<file path="src/rtl/lcd_page_buf.sv">
// Strip fetcher/transposer for the LCD data request/ack handshake: reads 8 image rows, serves 64 column bytes.
// Optional macro LCD_PAGE_BUF_INVERT_EN stores the negative image (rows inverted before transposition).
//
// state   | meaning
// --------+------------------------------------------------------------
// S_IDLE  | waiting for data_request; data holds last served byte
// S_FETCH | issuing row reads 0..7, capturing each row one cycle later
// S_DRAIN | capturing row 7, no read issued
// S_ACK   | one-cycle data_ack, byte 0 on data
// S_SERVE | data = column byte at rd_ptr, advanced by byte_rd
module lcd_page_buf #(
  parameter int COLS   = 64,
  parameter int MEM_AW = 10
) (
  input  logic              clk,
  input  logic              rst_n,
  input  logic              data_request,
  input  logic [6:0]        addr,
  input  logic              byte_rd,
  output logic              data_ack,
  output logic [7:0]        data,
  output logic              busy,
  output logic              mem_rd,
  output logic [MEM_AW-1:0] mem_addr,
  input  logic [COLS-1:0]   mem_rdata
);

  typedef enum logic [2:0] {
    S_IDLE,
    S_FETCH,
    S_DRAIN,
    S_ACK,
    S_SERVE
  } state_t;

  state_t              state_q;
  logic [6:0]          addr_q;
  logic [2:0]          row_cnt_q;
  logic [2:0]          cap_row_q;
  logic                cap_q;
  logic [5:0]          rd_ptr_q;
  logic [7:0]          pix_q [COLS];
  logic [7:0]          hold_q;
  logic                ack_q;
  logic                busy_q;
  logic                mem_rd_q;
  logic [MEM_AW-1:0]   mem_addr_q;
  logic [COLS-1:0]     row_in;

`ifdef LCD_PAGE_BUF_INVERT_EN
  assign row_in = ~mem_rdata;
`else
  assign row_in = mem_rdata;
`endif

  always_ff @(posedge clk or negedge rst_n) begin
    if (!rst_n) begin
      state_q    <= S_IDLE;
      addr_q     <= '0;
      row_cnt_q  <= '0;
      cap_row_q  <= '0;
      cap_q      <= 1'b0;
      rd_ptr_q   <= '0;
      hold_q     <= '0;
      ack_q      <= 1'b0;
      busy_q     <= 1'b0;
      mem_rd_q   <= 1'b0;
      mem_addr_q <= '0;
      for (int c = 0; c < COLS; c++) pix_q[c] <= '0;
    end else begin
      ack_q <= 1'b0;
      cap_q <= 1'b0;
      // Row issued last cycle is on mem_rdata now; scatter it across the column bytes.
      if (cap_q) begin
        for (int c = 0; c < COLS; c++) pix_q[c][cap_row_q] <= row_in[c];
      end
      case (state_q)
        S_IDLE: begin
          if (data_request) begin
            addr_q     <= addr;
            row_cnt_q  <= '0;
            mem_rd_q   <= 1'b1;
            mem_addr_q <= MEM_AW'({addr, 3'd0});
            busy_q     <= 1'b1;
            state_q    <= S_FETCH;
          end
        end
        S_FETCH: begin
          if (!data_request) begin
            mem_rd_q <= 1'b0;
            busy_q   <= 1'b0;
            state_q  <= S_IDLE;
          end else begin
            cap_q     <= 1'b1;
            cap_row_q <= row_cnt_q;
            row_cnt_q <= row_cnt_q + 3'd1;
            if (row_cnt_q == 3'd7) begin
              mem_rd_q <= 1'b0;
              state_q  <= S_DRAIN;
            end else begin
              mem_addr_q <= MEM_AW'({addr_q, row_cnt_q + 3'd1});
            end
          end
        end
        S_DRAIN: begin
          if (!data_request) begin
            busy_q  <= 1'b0;
            state_q <= S_IDLE;
          end else begin
            ack_q    <= 1'b1;
            rd_ptr_q <= '0;
            state_q  <= S_ACK;
          end
        end
        S_ACK: begin
          state_q <= S_SERVE;
        end
        S_SERVE: begin
          if (byte_rd) begin
            if (rd_ptr_q == 6'(COLS - 1)) begin
              hold_q  <= pix_q[COLS-1];
              busy_q  <= 1'b0;
              state_q <= S_IDLE;
            end else begin
              rd_ptr_q <= rd_ptr_q + 6'd1;
            end
          end
        end
        default: begin
          mem_rd_q <= 1'b0;
          busy_q   <= 1'b0;
          state_q  <= S_IDLE;
        end
      endcase
    end
  end

  // Outside ACK/SERVE the buffer may be refilling, so the last served byte is held separately.
  assign data     = (state_q == S_ACK || state_q == S_SERVE) ? pix_q[rd_ptr_q] : hold_q;
  assign data_ack = ack_q;
  assign busy     = busy_q;
  assign mem_rd   = mem_rd_q;
  assign mem_addr = mem_addr_q;

endmodule

</file>
<file path="config.mk">
export PLATFORM = sky130hd
export DESIGN_NAME = lcd_page_buf
export DESIGN_NICKNAME = d
export VERILOG_FILES = /design/src/rtl/lcd_page_buf.sv
export SDC_FILE = /design/constraint.sdc
export NUM_CORES = 1
export LEC_CHECK = 0
export CORE_MARGIN = 10
export CORE_UTILIZATION = 33
export CTS_CLUSTER_SIZE = 25
export DETAILED_ROUTE_END_ITERATION = 12
export PLACE_DENSITY = 0.48
export SKIP_LAST_GASP = 1
export SLEW_MARGIN = 0
export SYNTH_ARGS = -nofsm -noshare
export SYNTH_HDL_FRONTEND = slang
export SYNTH_SLANG_ARGS = --single-unit
</file>
<file path="constraint.sdc">
create_clock -name clk -period 3.6 [get_ports clk]
set_clock_uncertainty 0.15 [all_clocks]
set_input_delay 0.72 -clock clk [delete_from_list [all_inputs] [get_ports clk]]
set_output_delay 0.72 -clock clk [all_outputs]
set_load 0.1 [all_outputs]
</file>
==> Implementation_results.wiki, run 1 <==
{| class="wikitable"
! Metric !! Value
|-
| CP Cell Sequence || buf_12 > mux4_2 > mux2_4 > a2111oi_4 > a211oi_2 > o32a_1 > buf_12
|-
| Violated checks || setup timing
|-
| CTS tree || built
|-
| Initial Util || 33.3%
|-
| Post-layout power || 21000 uW
|-
| GRT Residual Overflow || 0
|-
| Static leakage || 0.0128 uW
|-
| Highest clock rate || 0.243 GHz
|-
| Total power divided by cell area || 677 nW/um^2
|-
| Cell occurring most often along the worst timing path || sky130_fd_sc_hd__buf_12
|-
| Count of distinct cell types in the synthesized netlist || 58
|-
| Critical Path Source Type || flop
|-
| Post-synth net total || 1764
|-
| Worst setup path startpoint || rd_ptr_q[0]$_DFFE_PN0P_
|-
| Cells after Synth || 1686
|-
| Worst path required time || 2.73 ns
|-
| Flip-flop and latch area || 13900 um^2
|-
| # IOs || 96
|-
| Estimated wirelength of the detail-placed design || 48300 um
|-
| Wire length of the first global-routing pass || 110000 um
|-
| Mean number of vias per cell || 5.19
|-
| Final critical delay including setup and external delays || 4.12 ns
|-
| Fraction of registers with async set/reset || 100%
|-
| Number of warning messages in the yosys log || 0
|-
| TritonCTS Sinks || 556
|-
| Number of buffers created by CTS || 66
|-
| Net count, final || 1961
|-
| Peak fanout along the critical path || 7
|-
| Final max-slew violation count || 0
|-
| Max-cap viol count || 0
|-
| Critical Path Max Stage Delay || 0.52 ns
|-
| Proportion of synthesized chip area in sequential cells || 55.0%
|-
| Width of the chip || 297 um
|-
| Wire length reported by the detailed router || 72200 um
|-
| Antenna viol nets, final || 0
|-
| Slack of the worst reg-to-reg path || 0.93 ns
|-
| Worst skew pair latency || 0.61 ns
|-
| H-tree levels || 3
|-
| Depth of the most critical reg-to-reg path || 3
|-
| PnR worst setup slack || -0.519 ns
|-
| Global placement routability congestion || 0.829
|-
| Startpoint of the most critical register-to-register path || cap_row_q[1]$_DFFE_PN0P_
|-
| Nature of the critical path endpoint || output pin
|-
| Antenna cell count || 0
|-
| Deepest clock path buffer count || 3
|-
| Crit Path Category || flop to output pin
|-
| Number of global-route vias before repair || 16565
|-
| Placement row count || 101
|-
| Finished Core Util || 40.7%
|-
| Final hold vios || 0
|-
| CORE AREA || 75900 um^2
|-
| Pin count of the biggest net entering global routing || 84
|-
| Die Outline Area || 88100 um^2
|-
| Register bit count reported by yosys || 556
|-
| Unrepaired setup endpoints after global routing || yes
|-
| Syn Std Cell Area || 25300 um^2
|-
| CP Data Arrival Time || 3.25 ns
|-
| Area grow syn2layout || 22.4%
|-
| Detailed-router iteration count before antenna repair || 4
|-
| Final period util || 114%
|-
| Biggest area contributors in the synthesized netlist || sky130_fd_sc_hd__dfrtp_1 55%, sky130_fd_sc_hd__mux2_2 24%, sky130_fd_sc_hd__mux2i_1 4.8%, sky130_fd_sc_hd__mux4_2 4.7%, sky130_fd_sc_hd__mux4_1 1.8%
|-
| Clk Tree Root Cell || sky130_fd_sc_hd__clkbuf_16
|-
| Port Buffer Count || 95
|-
| Detailed router's first-iteration violation count || 890
|-
| Number of buffer and inverter stages on the critical path || 2
|-
| Peak supply drop || 0.000351 V
|-
| Fraction of final layout cells sized beyond drive strength 1 || 47.7%
|-
| Type of the worst min-delay path || primary input to async pin
|-
| Gate family responsible for the most delay along the worst path || compound AO/OA/AOI/OAI gates
|-
| Die boundary height || 297 um
|-
| Setup-failing EPs final || 8
|-
| Number of enable-type register cells in the synthesized netlist || 0
|-
| Reg clk slew, reported paths || 0.06 ns
|-
| Cell count after placement || 2829
|-
| DRC violation count after routing || 0
|-
| Mean area per synthesized cell || 15.0 um^2
|-
| Highest-delay cell along the critical path || sky130_fd_sc_hd__mux4_2
|-
| Max-Slew Margin vs Limit || 22.4%
|-
| Number of antenna violations at the first check in global routing || 2
|-
| Portion of synthesized cell area occupied by the leading cell type || 55.0%
|-
| Filler cell count in the final layout || 7016
|-
| Global-route usage over all layers || 16.2%
|-
| Outcome || complete, but fails checks
|-
| Measured slew at the worst slew-check pin || 1.16 ns
|-
| Worst reg2reg path endpoint || pix_q[117]$_DFFE_PN0P_
|-
| Worst setup timing slack at the placement stage || -0.196 ns
|-
| Routed wire per std cell || 24.4 um
|-
| Vias || 15357
|-
| Total area of multi-input combinational cells || 11000 um^2
|-
| Post-route non-filler standard cell count || 2960
|-
| Biggest area consumer among synthesized cells || sky130_fd_sc_hd__dfrtp_1
|-
| Top_reg_cell synth || sky130_fd_sc_hd__dfrtp_1
|}
[how the worst max path moves through the flow]
| stage | end | slack [ns] | cells past startpoint |
|---|---|---|---|
| 2_1_floorplan | data[1] | 0.03 | 9 |
| 3_3_place_gp | data[5] | -0.17 | 7 |
| 3_5_place_dp | data[5] | -0.20 | 7 |
| 4_1_cts | data[7] | -0.55 | 7 |
| 5_1_grt | data[6] | -0.56 | 10 |
| 6_report | data[7] | -0.52 | 7 |
[metrics by stage]
| step | TNS [ns] | hold slack (ns) | area (um^2) |
|---|---|---|---|
| finish | -3.69 | 0.0177 | 30900 |
| detailed placement | -0.921 | 0.335 | 28200 |
| global placement | -0.821 | 0.330 | 28200 |
| floorplan | 0 | 0.274 | 25300 |
| global route | -4.25 | 0.0561 | 30900 |
| CTS | -4.08 | 0.0372 | 30700 |
[kinds of logic after synthesis]
kind of cell	after synthesis	synth area share [%]
multiplexers	728	35.3
flip-flops	556	55.0
AO/OA/AOI/OAI	165	4.57
buffers and inverters	125	2.80
AND/OR/NAND/NOR	105	2.06
XOR/XNOR	4	0.139
adder cells (fa/ha/maj)	3	0.148
[area by class of cell]
cell class / instances / share of cell area, %
clock buffer: 100 / 6.38
clock inverter: 15 / 0.610
inverter: 11 / 0.133
multi-input combinational: 1005 / 35.5
sequential: 556 / 45.0
tap: 1030 / 4.16
timing repair buffer: 243 / 8.20
[Yosys cell counts (4+ instances only)]
library cell               count
sky130_fd_sc_hd__a21oi_1      30
sky130_fd_sc_hd__a221oi_1     38
sky130_fd_sc_hd__a22oi_1       8
sky130_fd_sc_hd__a31oi_1       9
sky130_fd_sc_hd__buf_2        17
sky130_fd_sc_hd__buf_4        11
sky130_fd_sc_hd__buf_6         9
sky130_fd_sc_hd__buf_8         4
sky130_fd_sc_hd__clkbuf_1     67
sky130_fd_sc_hd__dfrtp_1     556
sky130_fd_sc_hd__inv_1         8
sky130_fd_sc_hd__mux2_2      534
sky130_fd_sc_hd__mux2i_1     122
sky130_fd_sc_hd__mux4_1       17
sky130_fd_sc_hd__mux4_2       53
sky130_fd_sc_hd__nand2_1      34
sky130_fd_sc_hd__nand2b_1      5
sky130_fd_sc_hd__nand3_1      19
sky130_fd_sc_hd__nand3b_1      5
sky130_fd_sc_hd__nor2_1       22
sky130_fd_sc_hd__nor3b_1       4
sky130_fd_sc_hd__o21ai_0      41
sky130_fd_sc_hd__o221ai_1     12
sky130_fd_sc_hd__o32a_1        7
[worst reg2reg max path: cells and delay by family (launching register included)]
| family | cells | cell delay [ns] |
|---|---|---|
| and+or+nand+nor | 1 | 1.02 |
| buffers and inverters | 1 | 0.58 |
| DFF | 1 | 0.49 |
| muxes | 1 | 0.29 |
[flip-flops by register name (all words and copies together) (netlist names)]
signal,count
addr_q,7
busy,1
cap_q,1
cap_row_q,3
data_ack,1
hold_q,8
mem_addr,10
mem_rd,1
pix_q,512
rd_ptr_q,6
row_cnt_q,3
state_q,3
[cells in the final DEF, fill, tap and decap left out, drive strengths merged, types with 2 or more instances in the layout]
master         instances
a22o                   2
a31oi                  9
inv                   11
ha                     3
clkdlybuf4s50         73
a221oi                38
or3b                   3
and3                   2
o21ai                 42
a21oi                 30
o22ai                  2
clkbuf               103
a211oi                 3
buf                  166
mux2i                122
nor3b                  4
mux4                  71
dfrtp                556
nor2                  22
nand2b                 5
nor3                   2
nor2b                  3
xnor2                  3
o32a                   7
nand3b                 5
and2                   2
nand2                 34
mux2                 535
o211ai                 2
nand3                 19
o221ai                12
clkinv                10
a22oi                  8
o2111ai                2
nand4b                 3
bufinv                 4
[where the power goes]
part	internal [uW]	switching, uW	total, uW
Combinational	2850	2100	4950
Sequential	8270	1060	9330
Clock	4060	2620	6680
Total	15200	5780	21000
[layer usage]
layer  share of wire [%]  track usage (%)
met1                  48             22.8
met2                  46             25.3
met3                 3.6             2.61
met4                 2.5             5.32
met5               0.047                0
[repair_timing]
item	CTS	global route
cloned	1	3
buffers inserted	12	3
gates resized for setup	45	49
pin swaps	19	21
endpoints found under the setup margin	8	8
hold buffers	0	0
No activity file was read; power rests on OpenSTA's default activity.
==> run 2, diff against run 1 <==
CTS_CLUSTER_DIAMETER = 80   (was unset)
CTS_CLUSTER_SIZE = 28   (was 25)
DONT_BUFFER_PORTS = 1   (was unset)
PLACE_DENSITY = 0.47   (was 0.48)
==> run 2 against run 1 <==
Compared with the run above: the flow finishes with violations (hold timing, slew limit, setup timing); non-clock buffer count down 119; clock power is 32% lower; die area stayed put; critical path type unchanged; largest cell class unchanged; largest power group unchanged.
==> Implementation_results.wiki, run 2 (synthesis gave the netlist of run 1 again) <==
{| class="wikitable"
! Metric !! Value
|-
| Internal power contribution || 13100 uW
|-
| Detailed-router iteration count before antenna repair || 7
|-
| Fraction of final layout cells sized beyond drive strength 1 || 47.9%
|-
| Register ranked first by flip-flop count || pix_q
|-
| Nature of the critical path endpoint || output pin
|-
| Type of the worst min-delay path || primary input to async pin
|-
| Worst skew pair latency || 0.58 ns
|-
| Cell count after placement || 2711
|-
| CORE AREA || 75900 um^2
|-
| Global placement routability congestion || 0.770
|-
| Max-cap viol count || 0
|-
| Number of buffers created by CTS || 34
|-
| Initial Util || 33.3%
|-
| Static leakage || 0.0119 uW
|-
| Max-Slew Margin vs Limit || -68.0%
|-
| Final period util || 113%
|-
| Die boundary height || 297 um
|-
| CP Data Arrival Time || 3.21 ns
|-
| Final critical delay including setup and external delays || 4.08 ns
|-
| Port Buffer Count || 0
|-
| PnR worst setup slack || -0.483 ns
|-
| Antenna cell count || 0
|-
| Peak fanout along the critical path || 8
|-
| Slack of the worst reg-to-reg path || 1.08 ns
|-
| Part of the total power dissipated in sequential elements || 51.4%
|-
| Total power divided by cell area || 634 nW/um^2
|-
| Pin count of the biggest net entering global routing || 557
|-
| Outcome || complete, but fails checks
|-
| Worst setup path startpoint || rd_ptr_q[0]$_DFFE_PN0P_
|-
| Proportion of power drawn by the clock network || 24.6%
|-
| Mean number of vias per cell || 5.22
|-
| Placement row count || 101
|-
| Routed wire per std cell || 24.6 um
|-
| Area grow syn2layout || 14.6%
|-
| Cell occurring most often along the worst timing path || sky130_fd_sc_hd__buf_12
|-
| Final hold vios || 151
|-
| Detailed router's first-iteration violation count || 794
|-
| Wire length of the first global-routing pass || 104000 um
|-
| Depth of the most critical reg-to-reg path || 7
|-
| H-tree levels || 2
|-
| Estimated wirelength of the detail-placed design || 44300 um
|-
| Proportion of total power due to net switching || 28.6%
|-
| Critical Path Source Type || flop
|-
| Peak supply drop || 0.000270 V
|-
| Setup-failing EPs final || 8
|-
| Most common cell after layout, fill and taps aside || sky130_fd_sc_hd__dfrtp_1
|-
| Number of antenna violations at the first check in global routing || 1
|-
| Grt peak-use layer || met2
|-
| Final max-slew violation count || 400
|-
| Global-route usage over all layers || 15.3%
|-
| Net count, final || 1810
|-
| Width of the chip || 297 um
|-
| # IOs || 96
|-
| Finished Core Util || 38.2%
|-
| Reg clk slew, reported paths || 0.10 ns
|-
| Violated checks || hold timing, slew limit, setup timing
|-
| GR met1 Demand/Resource || 21.5%
|-
| Met2 Resource Use GR || 23.8%
|-
| Worst path required time || 2.73 ns
|-
| TritonCTS Sinks || 556
|-
| Startpoint of the most critical register-to-register path || rd_ptr_q[0]$_DFFE_PN0P_
|-
| Highest clock rate || 0.245 GHz
|-
| Measured slew at the worst slew-check pin || 2.52 ns
|-
| Max FFs per register || 512
|-
| Highest-delay cell along the critical path || sky130_fd_sc_hd__mux4_2
|-
| Crit Path Category || flop to output pin
|-
| Clk Tree Root Cell || sky130_fd_sc_hd__clkbuf_16
|-
| CP Cell Sequence || buf_12 > buf_12 > buf_16 > mux4_2 > o21ai_1 > buf_4 > nand3_1 > o32a_4 > buf_12
|-
| Met3 global-route usage || 3.46%
|-
| Unrepaired setup endpoints after global routing || yes
|-
| Number of global-route vias before repair || 15450
|-
| Deepest clock path buffer count || 3
|-
| DRC violation count after routing || 0
|-
| Worst reg2reg path endpoint || hold_q[1]$_DFFE_PN0P_
|-
| Post-layout power || 18400 uW
|-
| Post-route non-filler standard cell count || 2786
|-
| Antenna viol nets, final || 0
|-
| Critical Path Sink || data[7]
|-
| CTS tree || built
|-
| Vias || 14551
|-
| Wire length reported by the detailed router || 68500 um
|-
| Critical Path Max Stage Delay || 0.56 ns
|-
| Die Outline Area || 88100 um^2
|-
| Worst hold margin || -0.263 ns
|-
| Most frequent cells in the layout || 553 x sky130_fd_sc_hd__dfrtp_1, 531 x sky130_fd_sc_hd__mux2_2, 118 x sky130_fd_sc_hd__mux2i_1
|-
| Proportion of power drawn by combinational gates || 24.0%
|-
| GRT Residual Overflow || 0
|-
| Switching power of the nets || 5250 uW
|}
-- run 2: cell count changes in the layout (fill, tap and decap cells not counted), sizes merged --
cell | before | now
clkdlybuf4s50 | 73 | 0
bufinv | 4 | 3
inv | 11 | 20
buf | 166 | 122
clkbuf | 103 | 38
-- run 2: worst min path at each step --
stage                                       from                endpoint  slack, ns  depth (start not counted)
after floorplan                            rst_n   addr_q[0]$_DFFE_PN0P_       0.27                          0
after global placement    pix_q[326]$_DFFE_PN0P_  pix_q[326]$_DFFE_PN0P_       0.33                          1
after detailed placement                   rst_n  pix_q[333]$_DFFE_PN0P_       0.34                          0
after CTS                                  rst_n  pix_q[333]$_DFFE_PN0P_      -0.31                          0
after global routing                       rst_n  pix_q[333]$_DFFE_PN0P_      -0.30                          0
final                                      rst_n  pix_q[333]$_DFFE_PN0P_      -0.26                          0
-- run 2: what timing repair did --
action | in CTS | in global routing
pin swaps | 28 | 15
cloned | 4 | 1
endpoints found under the hold margin | 556 | 556
buffers inserted | 8 | 3
resized for setup | 79 | 28
endpoints found under the setup margin | 8 | 8
-- run 2: routing by layer --
metal,part of all wire [%],wire length [um]
met2,46,31800
met1,47,32400
met4,1.6,1080
met5,0,0
met3,4.9,3330
-- run 2: through the flow --
step / cell area (um^2) / setup TNS [ns] / setup slack (ns)
floorplan: 25300 / 0 / 0.0251
global placement: 27100 / -1.10 / -0.322
detailed placement: 27100 / -1.03 / -0.285
CTS: 28800 / -3.76 / -0.503
global route: 29000 / -4.03 / -0.561
finish: 29000 / -3.37 / -0.483
-- run 2: power by group through the flow --
stage	Clock [uW]	Sequential, uW	Combinational, uW
detailed placement	0	9580	4120
global placement	0	9520	4010
global route	4920	9720	4760
CTS	4710	9450	4390
finish	4520	9460	4410
floorplan	0	9180	3290
-- run 2: final cells by class --
class                      count  area, um^2
inverter                      11        43.8
fill                        7134       47000
clock buffer                  37         893
sequential                   556       13900
multi-input combinational   1005       11000
clock inverter                23         305
timing repair buffer         124        1510
tap                         1030        1290
-- run 2: worst max-delay path: cells and delay by family (launching register included) --
family | cells | cell delay, ns
muxes | 1 | 0.56
buffers and inverters | 5 | 0.79
and+or+nand+nor | 1 | 0.17
DFF | 1 | 0.47
AOI/OAI and AO/OA | 2 | 0.61
==> run 3, diff against run 2 <==
TNS_END_PERCENT = 1   (was unset)
==> run 3 against run 2 <==
Compared with the run above: critical path depth grew 1; count of clock-buffer cells in the layout did not move; cell count barely moved; flip-flop and latch count did not move; the run still ends with hold timing, slew limit, setup timing left; largest power group unchanged; die area is the same; fmax shrank 0.63%.
==> Implementation_results.wiki, run 3 (synthesis gave the netlist of run 1 again) <==
{| class="wikitable"
! Metric !! Value
|-
| Outcome || complete, but fails checks
|-
| Violated checks || hold timing, slew limit, setup timing
|-
| Placement row count || 101
|-
| Net count, final || 1809
|-
| # IOs || 96
|-
| CORE AREA || 75900 um^2
|-
| CTS tree || built
|-
| Routed wire per std cell || 24.6 um
|-
| Die Outline Area || 88100 um^2
|-
| Global-route usage over all layers || 15.3%
|-
| Depth of the most critical reg-to-reg path || 7
|-
| Critical Path Sink || data[1]
|-
| Deepest clock path buffer count || 3
|-
| Detailed router's first-iteration violation count || 841
|-
| Highest clock rate || 0.243 GHz
|-
| Number of global-route vias before repair || 15385
|-
| Startpoint of the most critical register-to-register path || rd_ptr_q[0]$_DFFE_PN0P_
|-
| Worst reg2reg path endpoint || hold_q[1]$_DFFE_PN0P_
|-
| Worst setup path startpoint || rd_ptr_q[0]$_DFFE_PN0P_
|-
| Number of antenna violations at the first check in global routing || 1
|-
| Worst path required time || 2.73 ns
|-
| Type of the worst min-delay path || primary input to async pin
|-
| Antenna cell count || 0
|-
| Total power divided by cell area || 635 nW/um^2
|-
| CP Data Arrival Time || 3.24 ns
|-
| Peak fanout along the critical path || 8
|-
| GRT Residual Overflow || 0
|-
| DRC violation count after routing || 0
|-
| Final max-slew violation count || 389
|-
| Setup-failing EPs final || 8
|-
| Wire length of the first global-routing pass || 104000 um
|-
| Worst skew pair latency || 0.58 ns
|-
| Worst setup timing slack at the placement stage || -0.285 ns
|-
| Global placement routability congestion || 0.770
|-
| Mean number of vias per cell || 5.19
|-
| Worst hold margin || -0.261 ns
|-
| Width of the chip || 297 um
|-
| TritonCTS Sinks || 556
|-
| Initial Util || 33.3%
|-
| Fraction of final layout cells sized beyond drive strength 1 || 47.2%
|-
| Crit Path Category || flop to output pin
|-
| Max-cap viol count || 0
|-
| Nature of the critical path endpoint || output pin
|-
| Measured slew at the worst slew-check pin || 2.78 ns
|-
| Max-Slew Margin vs Limit || -85.4%
|-
| Vias || 14452
|-
| Number of buffers created by CTS || 34
|-
| Estimated wirelength of the detail-placed design || 44300 um
|-
| Max FFs per register || 512
|-
| Register ranked first by flip-flop count || pix_q
|-
| Reg clk slew, reported paths || 0.10 ns
|-
| Most common cell after layout, fill and taps aside || sky130_fd_sc_hd__dfrtp_1
|-
| Wire length reported by the detailed router || 68600 um
|-
| Final period util || 114%
|-
| Area grow syn2layout || 14.3%
|-
| Area of all placed cells without fillers || 28900 um^2
|-
| Final critical delay including setup and external delays || 4.11 ns
|-
| Detailed-router iteration count before antenna repair || 5
|-
| Port Buffer Count || 0
|-
| Die boundary height || 297 um
|-
| Most frequent cells in the layout || 553 x sky130_fd_sc_hd__dfrtp_1, 532 x sky130_fd_sc_hd__mux2_2, 116 x sky130_fd_sc_hd__mux2i_1
|-
| H-tree levels || 2
|-
| Critical Path Source Type || flop
|-
| Clk Tree Root Cell || sky130_fd_sc_hd__clkbuf_16
|-
| Final hold vios || 151
|-
| Placed Area || 27100 um^2
|-
| Antenna viol nets, final || 0
|-
| Peak supply drop || 0.000270 V
|-
| Unrepaired setup endpoints after global routing || yes
|-
| PnR worst setup slack || -0.509 ns
|-
| Pin count of the biggest net entering global routing || 557
|-
| Static leakage || 0.0119 uW
|-
| Slack of the worst reg-to-reg path || 1.09 ns
|}
[run 3: how the worst min path moves through the flow]
stage,from,end,slack (ns),cells past startpoint
6_report,rst_n,pix_q[333]$_DFFE_PN0P_,-0.26,0
5_1_grt,rst_n,pix_q[333]$_DFFE_PN0P_,-0.30,0
4_1_cts,rst_n,pix_q[333]$_DFFE_PN0P_,-0.31,0
3_5_place_dp,rst_n,pix_q[333]$_DFFE_PN0P_,0.34,0
3_3_place_gp,pix_q[326]$_DFFE_PN0P_,pix_q[326]$_DFFE_PN0P_,0.33,1
2_1_floorplan,rst_n,addr_q[0]$_DFFE_PN0P_,0.27,0
[run 3: cell type report]
cell class | count | area, um^2
Clock buffer | 37 | 893
Clock inverter | 23 | 305
Tap cell | 1030 | 1290
Fill cell | 7141 | 47000
Inverter | 11 | 43.8
Multi-Input combinational cell | 1005 | 11000
Timing Repair Buffer | 123 | 1460
Sequential cell | 556 | 13900
[run 3: critical path, cell delays in order, from the launching register on]
cell and delay [ns]:
sky130_fd_sc_hd__dfrtp_4 0.53, sky130_fd_sc_hd__buf_12 0.16, sky130_fd_sc_hd__buf_12 0.15, sky130_fd_sc_hd__buf_12 0.14, sky130_fd_sc_hd__buf_6 0.13, sky130_fd_sc_hd__mux2i_2 0.17
sky130_fd_sc_hd__a22oi_1 0.20, sky130_fd_sc_hd__a31oi_2 0.14, sky130_fd_sc_hd__a221o_1 0.47, sky130_fd_sc_hd__a41oi_4 0.33, sky130_fd_sc_hd__buf_12 0.21
[run 3: layer usage]
layer	up-vias	share of wire [%]	GRT usage [%]
met2	176	46	24.1
met4	0	1.2	2.58
li1	6398	-	-
met5	-	0	0
met3	47	4.7	3.35
met1	7831	48	21.5
[run 3: stage by stage]
step                      hold slack, ns  std cells  power (uW)  TNS, ns  util (%)
after floorplan                    0.274       1686       12500        0         -
after global placement             0.329       2711       13500    -1.10      35.7
after detailed placement           0.336       2711       13700    -1.03      35.7
after CTS                         -0.307       2780       18500    -3.92      37.8
after global routing              -0.296       2785       19400    -4.34      38.1
final                             -0.261       2785       18400    -3.62      38.1
[run 3: report_power, final]
part | total, uW | switching (uW) | internal (uW)
clock network | 4520 | 2390 | 2130
logic | 4380 | 1640 | 2740
registers | 9460 | 1220 | 8250
total | 18400 | 5240 | 13100
[run 3: what timing repair did]
action | CTS | global route
endpoints found under the setup margin | 8 | 8
pin swaps | 25 | 18
setup buffers | 6 | 6
cloned | 4 | 0
hold endpoints to repair | 556 | 556
resized for setup | 59 | 28
